File: src/rtl/pe_os.sv
`default_nettype none
// ============================================================================
// Module   : pe_os
// Purpose  : Output-stationary processing element for a systolic
//            matrix-multiply array. Each cycle the incoming activation and
//            weight are multiplied and the product is added into a local
//            accumulator that stays in place. Operands are forwarded to the
//            right-hand (activation) and lower (weight) neighbours through
//            one register stage each.
// Ports    : clk_i      - clock, all state updates on the rising edge
//            rst_i      - synchronous active-high reset
//            clear_i    - synchronous active-high accumulator clear
//            active_i   - activation from left neighbour / array edge
//            weight_i   - weight from upper neighbour / array edge
//            active_o   - registered activation to the right neighbour
//            weight_o   - registered weight to the lower neighbour
//            mac_res_o  - accumulator value, driven straight from a register
// Revision : 1.0 - initial release
// ============================================================================
module pe_os #(
    parameter int DATA_WIDTH_IN  = 16,
    parameter int DATA_WIDTH_OUT = 32,
    parameter int SIGNED         = 0
) (
    input  logic                      clk_i,
    input  logic                      rst_i,
    input  logic                      clear_i,
    input  logic [DATA_WIDTH_IN-1:0]  active_i,
    input  logic [DATA_WIDTH_IN-1:0]  weight_i,
    output logic [DATA_WIDTH_IN-1:0]  active_o,
    output logic [DATA_WIDTH_IN-1:0]  weight_o,
    output logic [DATA_WIDTH_OUT-1:0] mac_res_o
);

    // Full-precision product width; the accumulator must be able to hold it.
    localparam int c_PROD_W = 2 * DATA_WIDTH_IN;

    // ------------------------------------------------------------------------
    // Elaboration-time parameter check
    // ------------------------------------------------------------------------
    generate
        if (DATA_WIDTH_OUT < c_PROD_W) begin : g_width_check
            $error("pe_os: DATA_WIDTH_OUT must be >= 2*DATA_WIDTH_IN");
        end
    endgenerate

    logic [c_PROD_W-1:0]       w_op_a;      // activation extended to product width
    logic [c_PROD_W-1:0]       w_op_b;      // weight extended to product width
    logic [c_PROD_W-1:0]       w_prod;      // full-width product
    logic [DATA_WIDTH_OUT-1:0] w_prod_ext;  // product extended to accumulator width

    logic [DATA_WIDTH_IN-1:0]  r_active;
    logic [DATA_WIDTH_IN-1:0]  r_weight;
    logic [DATA_WIDTH_OUT-1:0] r_acc;

    // ------------------------------------------------------------------------
    // Combinational multiplier. Operands are widened to the full product
    // width before multiplying, so the low c_PROD_W bits of the multiply are
    // the exact product for either signedness. Operands come straight from
    // the inputs, not from the forwarding registers.
    // ------------------------------------------------------------------------
    generate
        if (SIGNED != 0) begin : g_signed
            assign w_op_a     = c_PROD_W'($signed(active_i));
            assign w_op_b     = c_PROD_W'($signed(weight_i));
            assign w_prod     = w_op_a * w_op_b;
            assign w_prod_ext = DATA_WIDTH_OUT'($signed(w_prod));
        end else begin : g_unsigned
            assign w_op_a     = c_PROD_W'(active_i);
            assign w_op_b     = c_PROD_W'(weight_i);
            assign w_prod     = w_op_a * w_op_b;
            assign w_prod_ext = DATA_WIDTH_OUT'(w_prod);
        end
    endgenerate

    // ------------------------------------------------------------------------
    // Forwarding registers and accumulator. Reset overrides clear; clear only
    // affects the accumulator, forwarding continues regardless. The add
    // wraps silently modulo 2^DATA_WIDTH_OUT.
    // ------------------------------------------------------------------------
    always_ff @(posedge clk_i) begin
        if (rst_i) begin
            r_active <= '0;
            r_weight <= '0;
            r_acc    <= '0;
        end else begin
            r_active <= active_i;
            r_weight <= weight_i;
            if (clear_i) begin
                r_acc <= '0;
            end else begin
                r_acc <= r_acc + w_prod_ext;
            end
        end
    end

    assign active_o  = r_active;
    assign weight_o  = r_weight;
    assign mac_res_o = r_acc;

endmodule
`default_nettype wire

File: config.mk
export PLATFORM = sky130hd
export DESIGN_NAME = pe_os
export DESIGN_NICKNAME = d
export VERILOG_FILES = /design/src/rtl/pe_os.sv
export SDC_FILE = /design/constraint.sdc
export NUM_CORES = 1
export LEC_CHECK = 0
export ABC_AREA = 1
export CORE_MARGIN = 1
export CORE_UTILIZATION = 50
export CTS_CLUSTER_DIAMETER = 200
export DETAILED_ROUTE_END_ITERATION = 6
export GPL_TIMING_DRIVEN = 0
export PLACE_DENSITY_LB_ADDON = 0.05
export SYNTH_ARGS = -nofsm -noshare
export SYNTH_HDL_FRONTEND = slang
export SYNTH_SLANG_ARGS = --single-unit
File: constraint.sdc
create_clock -name clk_i -period 7.8 [get_ports clk_i]
set_clock_uncertainty 0.05 [all_clocks]
set_input_delay 1.56 -clock clk_i [delete_from_list [all_inputs] [get_ports clk_i]]
set_output_delay 1.56 -clock clk_i [all_outputs]
set_load 0.01 [all_outputs]
* Yosys cells after proc, flatten, opt, wreduce, memory -nomap -nowiden
Cells that the tools add are included.
Cells by class: multipliers 1, $add $sub $neg 1, reductions and logical operators 1
Operator list (number):
- 32-bit adder | 1
- 16-bit by 16-bit multiplier with 32-bit output | 1
- 2-bit OR reduction | 1
Storage, ports and cells: output and inout port bits 64, bits in registers 64

* Depth between registers and ports, before layout
word-level depth 2, gate-level depth with buffers 28

* Least setup slack after synthesis
OpenSTA, ideal clock, no wires.
kind input to register, start input port active_i[7], end register r_acc[31], in the netlist mac_res_o[31], required time 7.635 ns, stages 23, library setup time 0.115 ns, path slack 1.267 ns, arrival 6.368 ns, path buffers 2, cells stage by stage clkbuf_1 > clkbuf_1 > nand2_1 > fa_1 > inv_1 > fa_1 > inv_1 > fa_1 > inv_1 > fa_1 > fa_1 > inv_1 > fa_1 > inv_1 > ha_1 > nand2_2 > nor2_2 > and2_1 > nand2_2 > nand3_4 > nand2_2 > a21oi_1 > nor2_1
Between the ends: longest elaborated chain between the ends 2
Ends and longest elaborated chain:
- start: declaration | RTL line 28 | input logic [DATA_WIDTH_IN-1:0] active_i,
- 16-bit by 16-bit multiplier with 32-bit output | RTL line 71 | assign w_prod = w_op_a * w_op_b;
- 32-bit adder | RTL line 92 | r_acc <= r_acc + w_prod_ext;
- end signal: assignment | RTL line 92
- end: declaration | RTL line 54 | logic [DATA_WIDTH_OUT-1:0] r_acc;
Every way passes these cells. A chain may end at the register's enable or synchronous reset.

* Worst setup path in the final report
start input port active_i[6], end register r_acc[25], in the netlist mac_res_o[25]
The elaborated chain is that of the path after synthesis.

==> qor.yml <==
critical_path:
  worst_setup_path_start_kind: "input pin"
  path_class: "input pin to flop"
  path_max_fanout: 10
  cp.required_ns: 7.99
  crit_slowest_cell: "clkbuf_1"
  crit_top_cell: "fa_1"
  slowest_delay_ns: 0.57
  arrival_ns: 7.30
  crit_chain: "clkbuf_1 -> clkbuf_1 -> nand2_1 -> fa_1 -> inv_1 -> fa_1 -> inv_1 -> fa_1 -> inv_1 -> fa_1 -> fa_1 -> inv_1 -> fa_1 -> inv_1 -> ha_1 -> nand2_2 -> nor2_1 -> and2_1 -> nand3_1 -> nand3_1 -> nand2_1 -> nand2_1 -> nor2_1"
  setup.worst_path.end_class: "flop"
clock_network:
  cts_hold_buf: 0
  cts.path.max_buffers: 2
  numCtsBuffers: 9
  cts_tree: "done"
  post-cts-setup-buffers: 0
  cts_htree_levels: 3
  cts_resized: 0
  clock_sink_count: 64
  insertion_delay_ns: 0.36
  path_clk_slew_ns: 0.06
  root_buffer: "clkbuf_16"
global_routing:
  met1_usage_pct: 41.0
  use_met2_pct: 44.1
  busiest_layer: "met2"
  grt_first_pass_wirelength_mm: 51.5
  gr-total-overflow: 0
  grt_start_max_net_pins: 11
  grt_antenna_before_repair: 0
  grtUsageTotal_pct: 28.0
  use_met3_pct: 3.72
  grt_pass1_vias: 9579
drt:
  drc_errors: 0
  vias_per_cell: 4.61
  vias: 9543
  dr.pass1.iters: 5
  ant_nets: 0
  wirelength_mm: 31.2
  drt-initial-drc-count: 502
  wl_per_cell_um: 15.1
synthesis:
  syn_avg_cell_area_um2: 7.21
  synth_edf_count: 0
  async_flop_share_pct: 0
  synth_cell_types: 24
  syn-num-nets: 2030
  yosysSeqAreaShare_pct: 10.6
  netlist_area_um2: 12100
  syn_inst: 1671
  synth_seq_cells: 64
  synthFlopType: "dfxtp_1"
  ys.warnings.count: 0
timing:
  slew_viol_final: 0
  hold_ws_ns: 0.579
  period_needed_ns: 7.12
  rsz0062_at_grt: "false"
  setup_viol: 0
  fmax_ghz: 0.141
  tns_ns: 0
  tightest_slew_ns: 0.716
  max_slew_margin_pct: 52.3
  fin_crit_sh_pct: 91.2
  hold_viol: 0
place:
  io_buffers: 65
  gp_congestion: 0.945
  post-dp-hpwl_mm: 26.8
floorplanning:
  rows: 56
  ioPinCount: 99
  core-area_um2: 23500
  die_w_um: 157
  initial_utilization_pct: 51.2
  die_area_um2: 24700
  die_y_um: 157
hold_path:
  hold_class: "flop to flop"
run_status:
  status: "complete, no violations"
cells_and_area:
  antenna_cells: 0
  area_growth_pct: 11.1
  drive_gt1_share_pct: 2.17
  final_nets: 2106
job:
  drv_cap: 0
[sequential cells by signal, summed over array words and instances (netlist names)]
name / flops
mac_res_o: 32
active_o: 16
weight_o: 16
[per-stage QoR]
stage / worst slack, ns / area, um^2 / util [%] / cells
after floorplan: 1.27 / 12100 / - / 1671
after global placement: 0.357 / 13100 / 55.7 / 2055
after detailed placement: 0.376 / 13100 / 55.7 / 2055
after CTS: 0.703 / 13400 / 56.9 / 2070
after global routing: 0.230 / 13400 / 56.9 / 2070
final: 0.684 / 13400 / 56.9 / 2070
[per-layer routing]
| layer | vias up | part of all wire, % |
|---|---|---|
| li1 | 4713 | - |
| met1 | 4541 | 48 |
| met2 | 261 | 45 |
| met3 | 28 | 5.7 |
| met4 | 0 | 1.3 |
| met5 | - | 0 |
[Yosys cell counts, types with 2 or more instances]
cell,instances,area (um^2)
nor2_2,6,37.5
nor2_1,101,379
xor2_1,3,26.3
inv_1,571,2140
dfxtp_1,64,1280
nand2_2,8,50.1
nand3_2,6,60.1
o21a_1,2,15.0
and2_1,2,12.5
fa_1,225,4500
ha_1,99,1240
clkbuf_1,68,255
nand2_1,450,1690
o21ai_0,10,50.1
a21oi_1,32,160
nand3_1,16,80.1
[layout make-up]
cell class                 count  area, um^2
buffer                        70         268
clock buffer                  11         243
clock inverter                 4        45.0
fill                        2354       10200
inverter                     571        2140
multi-input combinational    966        8360
sequential                    64        1280
tap                          319         399
timing repair buffer          65         651
[critical path: cells and delay by family]
kind	cells	cell delay, ns
and+or+nand+nor	9	1.08
adders and majority gates	7	3.41
buffers and inverters	7	1.25
[cell usage in the layout (no fill, tap or decap), types with 3 or more instances in the layout]
cell | netlist | routed
a21oi_1 | 32 | 32
clkbuf_1 | 68 | 69
clkbuf_16 | 0 | 9
clkdlybuf4s50_1 | 0 | 65
clkinv_2 | 0 | 3
dfxtp_1 | 64 | 64
fa_1 | 225 | 225
ha_1 | 99 | 99
inv_1 | 571 | 571
nand2_1 | 450 | 450
nand2_2 | 8 | 8
nand3_1 | 16 | 16
nand3_2 | 6 | 6
nor2_1 | 101 | 101
nor2_2 | 6 | 6
o21ai_0 | 10 | 10
xor2_1 | 3 | 3
[kinds of logic (layout without fill, tap and decap cells)]
family                   Yosys count  after routing  share of synthesized area (%)
AO/OA/AOI/OAI                     48             48                           2.17
XOR/XNOR                           3              3                          0.218
adder cells (fa/ha/maj)          324            324                           47.6
buffers and inverters            641            721                           20.0
flip-flops                        64             64                           10.6
AND/OR/NAND/NOR                  591            591                           19.3
[final timing paths]
path	start	endpoint	slack (ns)	cells after the start
max	active_i[6]	mac_res_o[25]	0.68	23
min	mac_res_o[0]	mac_res_o[0]	0.58	3
max reg2reg	mac_res_o[9]	mac_res_o[25]	3.58	17
min reg2reg	mac_res_o[0]	mac_res_o[0]	0.58	3
Power is left out: the tool's default activity adds up to more than one toggle a clock period on the data nets, which glitch-free logic cannot reach.
